$ cat src/rtl/alu_arbiter.sv
// rtl/alu_arbiter.sv - two-requester valid/ready arbiter in front of the shared combinational ALU
//
// Purpose: accepts one ALU operation at a time from requester 0 or 1, registers
// its operands, drives the external ALU for one cycle, and returns a registered
// result, flags and error bit to the requester that issued it.
//
// Ports:
//   clk, rst_n                        clock, synchronous active-low reset
//   req_valid_N / req_ready_N         request handshake, requester N
//   req_op_N, req_a_N, req_b_N        funct code and operands, requester N
//   resp_valid_N / resp_ready_N       response handshake, requester N
//   resp_result, resp_flags, resp_err shared registered response payload
//   busy                              transaction in flight (EXEC or RESP)
//   alu_reg_one, alu_reg_two, alu_op  registered drives into the ALU
//   alu_result, alu_*_f               ALU result and flags

module alu_arbiter #(
  parameter int DATA_W     = 32,
  parameter int PRIO_FIXED = 0
) (
  input  logic              clk,
  input  logic              rst_n,

  input  logic              req_valid_0,
  output logic              req_ready_0,
  input  logic [5:0]        req_op_0,
  input  logic [DATA_W-1:0] req_a_0,
  input  logic [DATA_W-1:0] req_b_0,

  input  logic              req_valid_1,
  output logic              req_ready_1,
  input  logic [5:0]        req_op_1,
  input  logic [DATA_W-1:0] req_a_1,
  input  logic [DATA_W-1:0] req_b_1,

  output logic              resp_valid_0,
  input  logic              resp_ready_0,
  output logic              resp_valid_1,
  input  logic              resp_ready_1,
  output logic [DATA_W-1:0] resp_result,
  output logic [3:0]        resp_flags,
  output logic              resp_err,

  output logic              busy,

  output logic [DATA_W-1:0] alu_reg_one,
  output logic [DATA_W-1:0] alu_reg_two,
  output logic [5:0]        alu_op,
  input  logic [DATA_W-1:0] alu_result,
  input  logic              alu_zero_f,
  input  logic              alu_negative_f,
  input  logic              alu_overflow_f,
  input  logic              alu_carry_f
);

  typedef enum logic [1:0] {
    IDLE = 2'd0,
    EXEC = 2'd1,
    RESP = 2'd2
  } state_t;

  state_t            state;
  logic              last_grant;  // requester granted most recently
  logic              owner;       // requester that owns the in-flight op
  logic [5:0]        op_q;
  logic [DATA_W-1:0] a_q;
  logic [DATA_W-1:0] b_q;

  logic in_idle;
  logic grant_1;
  logic accept;
  logic resp_taken;
  logic op_ok;

  function automatic logic op_supported(input logic [5:0] op);
    case (op)
      6'd0, 6'd2, 6'd3, 6'd8,
      6'd32, 6'd34, 6'd36, 6'd37,
      6'd38, 6'd39, 6'd42: op_supported = 1'b1;
      default:             op_supported = 1'b0;
    endcase
  endfunction

  // Requester 1 wins when it is alone, or on a tie when round-robin says it
  // is its turn (requester 0 was served last).
  always_comb begin
    in_idle     = rst_n && (state == IDLE);
    grant_1     = req_valid_1 &&
                  (!req_valid_0 || ((PRIO_FIXED == 0) && !last_grant));
    req_ready_0 = in_idle && req_valid_0 && !grant_1;
    req_ready_1 = in_idle && grant_1;
    accept      = (req_valid_0 && req_ready_0) || (req_valid_1 && req_ready_1);
    resp_taken  = owner ? resp_ready_1 : resp_ready_0;
    op_ok       = op_supported(op_q);
  end

  always_ff @(posedge clk) begin
    if (!rst_n) begin
      state       <= IDLE;
      last_grant  <= 1'b1;
      owner       <= 1'b0;
      op_q        <= '0;
      a_q         <= '0;
      b_q         <= '0;
      resp_result <= '0;
      resp_flags  <= '0;
      resp_err    <= 1'b0;
    end else begin
      case (state)
        IDLE: begin
          if (accept) begin
            owner      <= grant_1;
            last_grant <= grant_1;
            op_q       <= grant_1 ? req_op_1 : req_op_0;
            a_q        <= grant_1 ? req_a_1  : req_a_0;
            b_q        <= grant_1 ? req_b_1  : req_b_0;
            state      <= EXEC;
          end
        end
        EXEC: begin
          // Unsupported codes still spend the EXEC cycle so latency is uniform.
          if (op_ok) begin
            resp_result <= alu_result;
            resp_flags  <= {alu_zero_f, alu_negative_f, alu_overflow_f, alu_carry_f};
            resp_err    <= 1'b0;
          end else begin
            resp_result <= '0;
            resp_flags  <= '0;
            resp_err    <= 1'b1;
          end
          state <= RESP;
        end
        RESP: begin
          if (resp_taken) begin
            state <= IDLE;
          end
        end
        default: state <= IDLE;
      endcase
    end
  end

  assign resp_valid_0 = (state == RESP) && !owner;
  assign resp_valid_1 = (state == RESP) && owner;
  assign busy         = (state != IDLE);
  assign alu_reg_one  = a_q;
  assign alu_reg_two  = b_q;
  assign alu_op       = op_q;

endmodule

$ cat config.mk
export PLATFORM = sky130hd
export DESIGN_NAME = alu_arbiter
export DESIGN_NICKNAME = d
export VERILOG_FILES = /design/src/rtl/alu_arbiter.sv
export SDC_FILE = /design/constraint.sdc
export NUM_CORES = 1
export LEC_CHECK = 0
export CAP_MARGIN = 20
export CORE_MARGIN = 10
export CORE_UTILIZATION = 50
export CTS_CLUSTER_DIAMETER = 150
export CTS_CLUSTER_SIZE = 14
export DETAILED_ROUTE_END_ITERATION = 8
export DONT_BUFFER_PORTS = 1
export SLEW_MARGIN = 10
export SYNTH_ARGS = -nofsm -noshare
export SYNTH_HDL_FRONTEND = slang
export SYNTH_SLANG_ARGS = --single-unit
$ cat constraint.sdc
create_clock -name clk -period 1.7 [get_ports clk]
set_input_delay 0.34 -clock clk [delete_from_list [all_inputs] [get_ports clk]]
set_output_delay 0.34 -clock clk [all_outputs]
set_load 0.03 [all_outputs]
==> flow_summary.json <==
{
  "fp.dieW_um": 126,
  "status": "finished, final reports clean",
  "routed_wl_um": 17300,
  "seq_area_frac_synth": 0.395,
  "final_area_um2": 6060,
  "drtPass1Iterations": 5,
  "hp-class": "input pin to flop",
  "timing.fmax_mhz": 594,
  "critical_path_class": "flop to primary output",
  "holdWs_ps": 127,
  "grt_pass1_wl_um": 26500,
  "num_rows": 38,
  "nets": 754,
  "max_slew_margin": 0.559,
  "place_congestion": 0.787,
  "dp_hpwl_um": 12600,
  "min_period_over_period": 0.990,
  "rr_startpoint": "state[0]",
  "cellPowerDensity_nw_per_um2": 1140,
  "vias": 4455,
  "tightest_slew_ps": 662,
  "clk_pin_slew_worst_paths_ps": 70,
  "hold_depth": 1,
  "post-route-util": 0.554,
  "fillerInstances": 988,
  "power.share.sequential": 0.497,
  "min_to": "last_grant",
  "drive_gt1_frac": 0.277,
  "port_buffers": 0,
  "total_power_mw": 6.91,
  "die_y_um": 126,
  "syn_nets": 778,
  "io_pins": 294,
  "p_leak_nw": 2.11,
  "clkPwrFrac": 0.315,
  "cts_buffers": 9,
  "swShare": 0.341,
  "yosysWarnings": 0,
  "final_common_cell": "nand2_1",
  "hold_violations": 0,
  "synth.cell_area_um2": 5630,
  "drc_errors": 0,
  "routedWlPerCell_um": 24.1,
  "cp-start-kind": "flop",
  "p_switching_mw": 2.35,
  "core_area_um2": 10900,
  "arrival_ps": 1340,
  "cts_tree": "built",
  "clock_path_buffers": 2,
  "hp-start": "rst_n",
  "ant_nets": 0,
  "cts.sink_count": 111,
  "antenna_found_initial": 0,
  "max_cap_violations": 0,
  "period_minus_slack_ps": 1680,
  "worst-path-max-fanout": 4,
  "finalSetupViolations": 0,
  "synth_area_per_cell_um2": 9.44,
  "cp-end-kind": "primary output",
  "rrSetupSlack_ps": 120,
  "grt_overflow_total": 0,
  "pwr-share-comb": 0.188,
  "area_growth_pct": 7.67,
  "root_buffer": "clkbuf_16",
  "worstPathRequired_ps": 1360,
  "worst_r2r_path_depth": 6,
  "ys_seq_elements": 111,
  "grt_usage": 0.203,
  "antenna_cells": 0,
  "cts_max_level": 3,
  "drv_slew": 0,
  "die_area_um2": 15900,
  "insertion_delay_ps": 340,
  "start_util": 0.514,
  "grt_pass1_vias": 4700,
  "finalClockSkew_ps": 6.14,
  "drtIter0Drc": 241,
  "rsz0062_at_grt": "yes",
  "vias_per_cell": 6.21,
  "r2r-end": "alu_reg_two[7]",
  "internal_power_mw": 4.56,
  "grt_max_degree": 76,
  "final_cell_mix": "nand2_1, dfxtp_1, a21oi_1",
  "postPlaceCellArea_um2": 5690,
  "irDropWorstVdd_mv": 0.477,
  "netlist_instances": 596,
  "yosysUniqueCellTypes": 33
}
==> sequential cells by signal, summed over array words and instances, names as in the netlist <==
signal	count
alu_op	6
alu_reg_one	32
alu_reg_two	32
last_grant	1
owner	1
resp_err	1
resp_flags	4
resp_result	32
state	2
==> final cells by class <==
class / instances / area (µm²) / share of cell area
flip-flops and latches: 111 / 2230 / 0.368
clock inverters: 5 / 56.3 / 0.00930
clock buffers: 11 / 253 / 0.0417
multi-input cells: 415 / 2970 / 0.491
well taps: 140 / 175 / 0.0289
inverters: 3 / 12.5 / 0.00207
repair buffers: 32 / 358 / 0.0591
==> Yosys cell counts <==
cell	number	area share
and3b_1	1	0.0016
inv_1	3	0.0020
buf_2	14	0.012
o31ai_1	7	0.0093
mux2i_1	2	0.0036
and3_1	2	0.0022
nor3b_1	2	0.0027
nand3b_1	1	0.0013
nor3_1	1	0.00089
a311oi_1	1	0.0016
xor2_1	1	0.0016
o21ai_0	1	0.00089
nand3_1	36	0.032
o31ai_4	10	0.038
buf_1	1	0.00067
buf_12	8	0.028
o21a_1	1	0.0013
a21bo_1	1	0.0018
nand2_1	177	0.12
a22o_1	1	0.0016
nor2_1	1	0.00067
buf_6	8	0.016
o31ai_2	19	0.042
a21bo_2	1	0.0018
a21boi_2	1	0.0020
nand2b_1	2	0.0022
dfxtp_1	111	0.40
and2_4	1	0.0016
a211o_1	1	0.0016
a311oi_2	69	0.18
a21oi_1	74	0.066
or2_1	1	0.0011
clkbuf_1	36	0.024
==> routing by layer <==
metal  up-vias  share of wire  GRT usage
met5         -              0          0
met3        35           0.10     0.0860
met1      2113           0.36      0.212
li1       2111              -          -
met2       196           0.51      0.353
met4         0          0.027     0.0831
==> stage by stage <==
stage               instances  setup slack, ps  TNS, ps
floorplan                 596             54.9        0
global placement          697              186        0
detailed placement        697              152        0
CTS                       716             2.96        0
global route              717            -32.4    -32.4
finish                    717             16.3        0
==> worst max-delay path by stage <==
stage                      startpoint     endpoint  cells after the start
after floorplan           req_valid_1  req_ready_0                      4
after global placement       state[0]  req_ready_0                      4
after detailed placement     state[0]  req_ready_0                      4
after CTS                    state[1]  req_ready_0                      4
after global routing         state[0]  req_ready_0                      4
final                        state[0]  req_ready_0                      4
==> what timing repair did <==
item | in CTS | in global routing
buffers inserted | 2 | 1
gates cloned | 1 | 0
gates resized for setup | 8 | 2
pin swaps | 2 | 1
endpoints found under the setup margin | 1 | 2
hold buffers | 0 | 0
==> kinds of logic after synthesis <==
kind of cell / synth area share
buf+inv: 0.0836
compound gates: 0.352
mux: 0.00356
flops: 0.395
simple gates: 0.164
xor+xnor: 0.00156
==> critical path, cell delays in order, from the launching register on <==
cell,delay (ps)
dfxtp_4,360
nor3b_4,220
buf_6,130
and3_4,170
buf_6,120
==> power groups by stage <==
stage	Combinational (mW)	Clock (mW)	Sequential (mW)
floorplan	1.10	0	3.45
global placement	1.25	0	3.50
detailed placement	1.29	0	3.50
CTS	1.32	2.21	3.45
global route	1.43	2.32	3.47
finish	1.30	2.18	3.44
(Power assumes the default switching activity.)
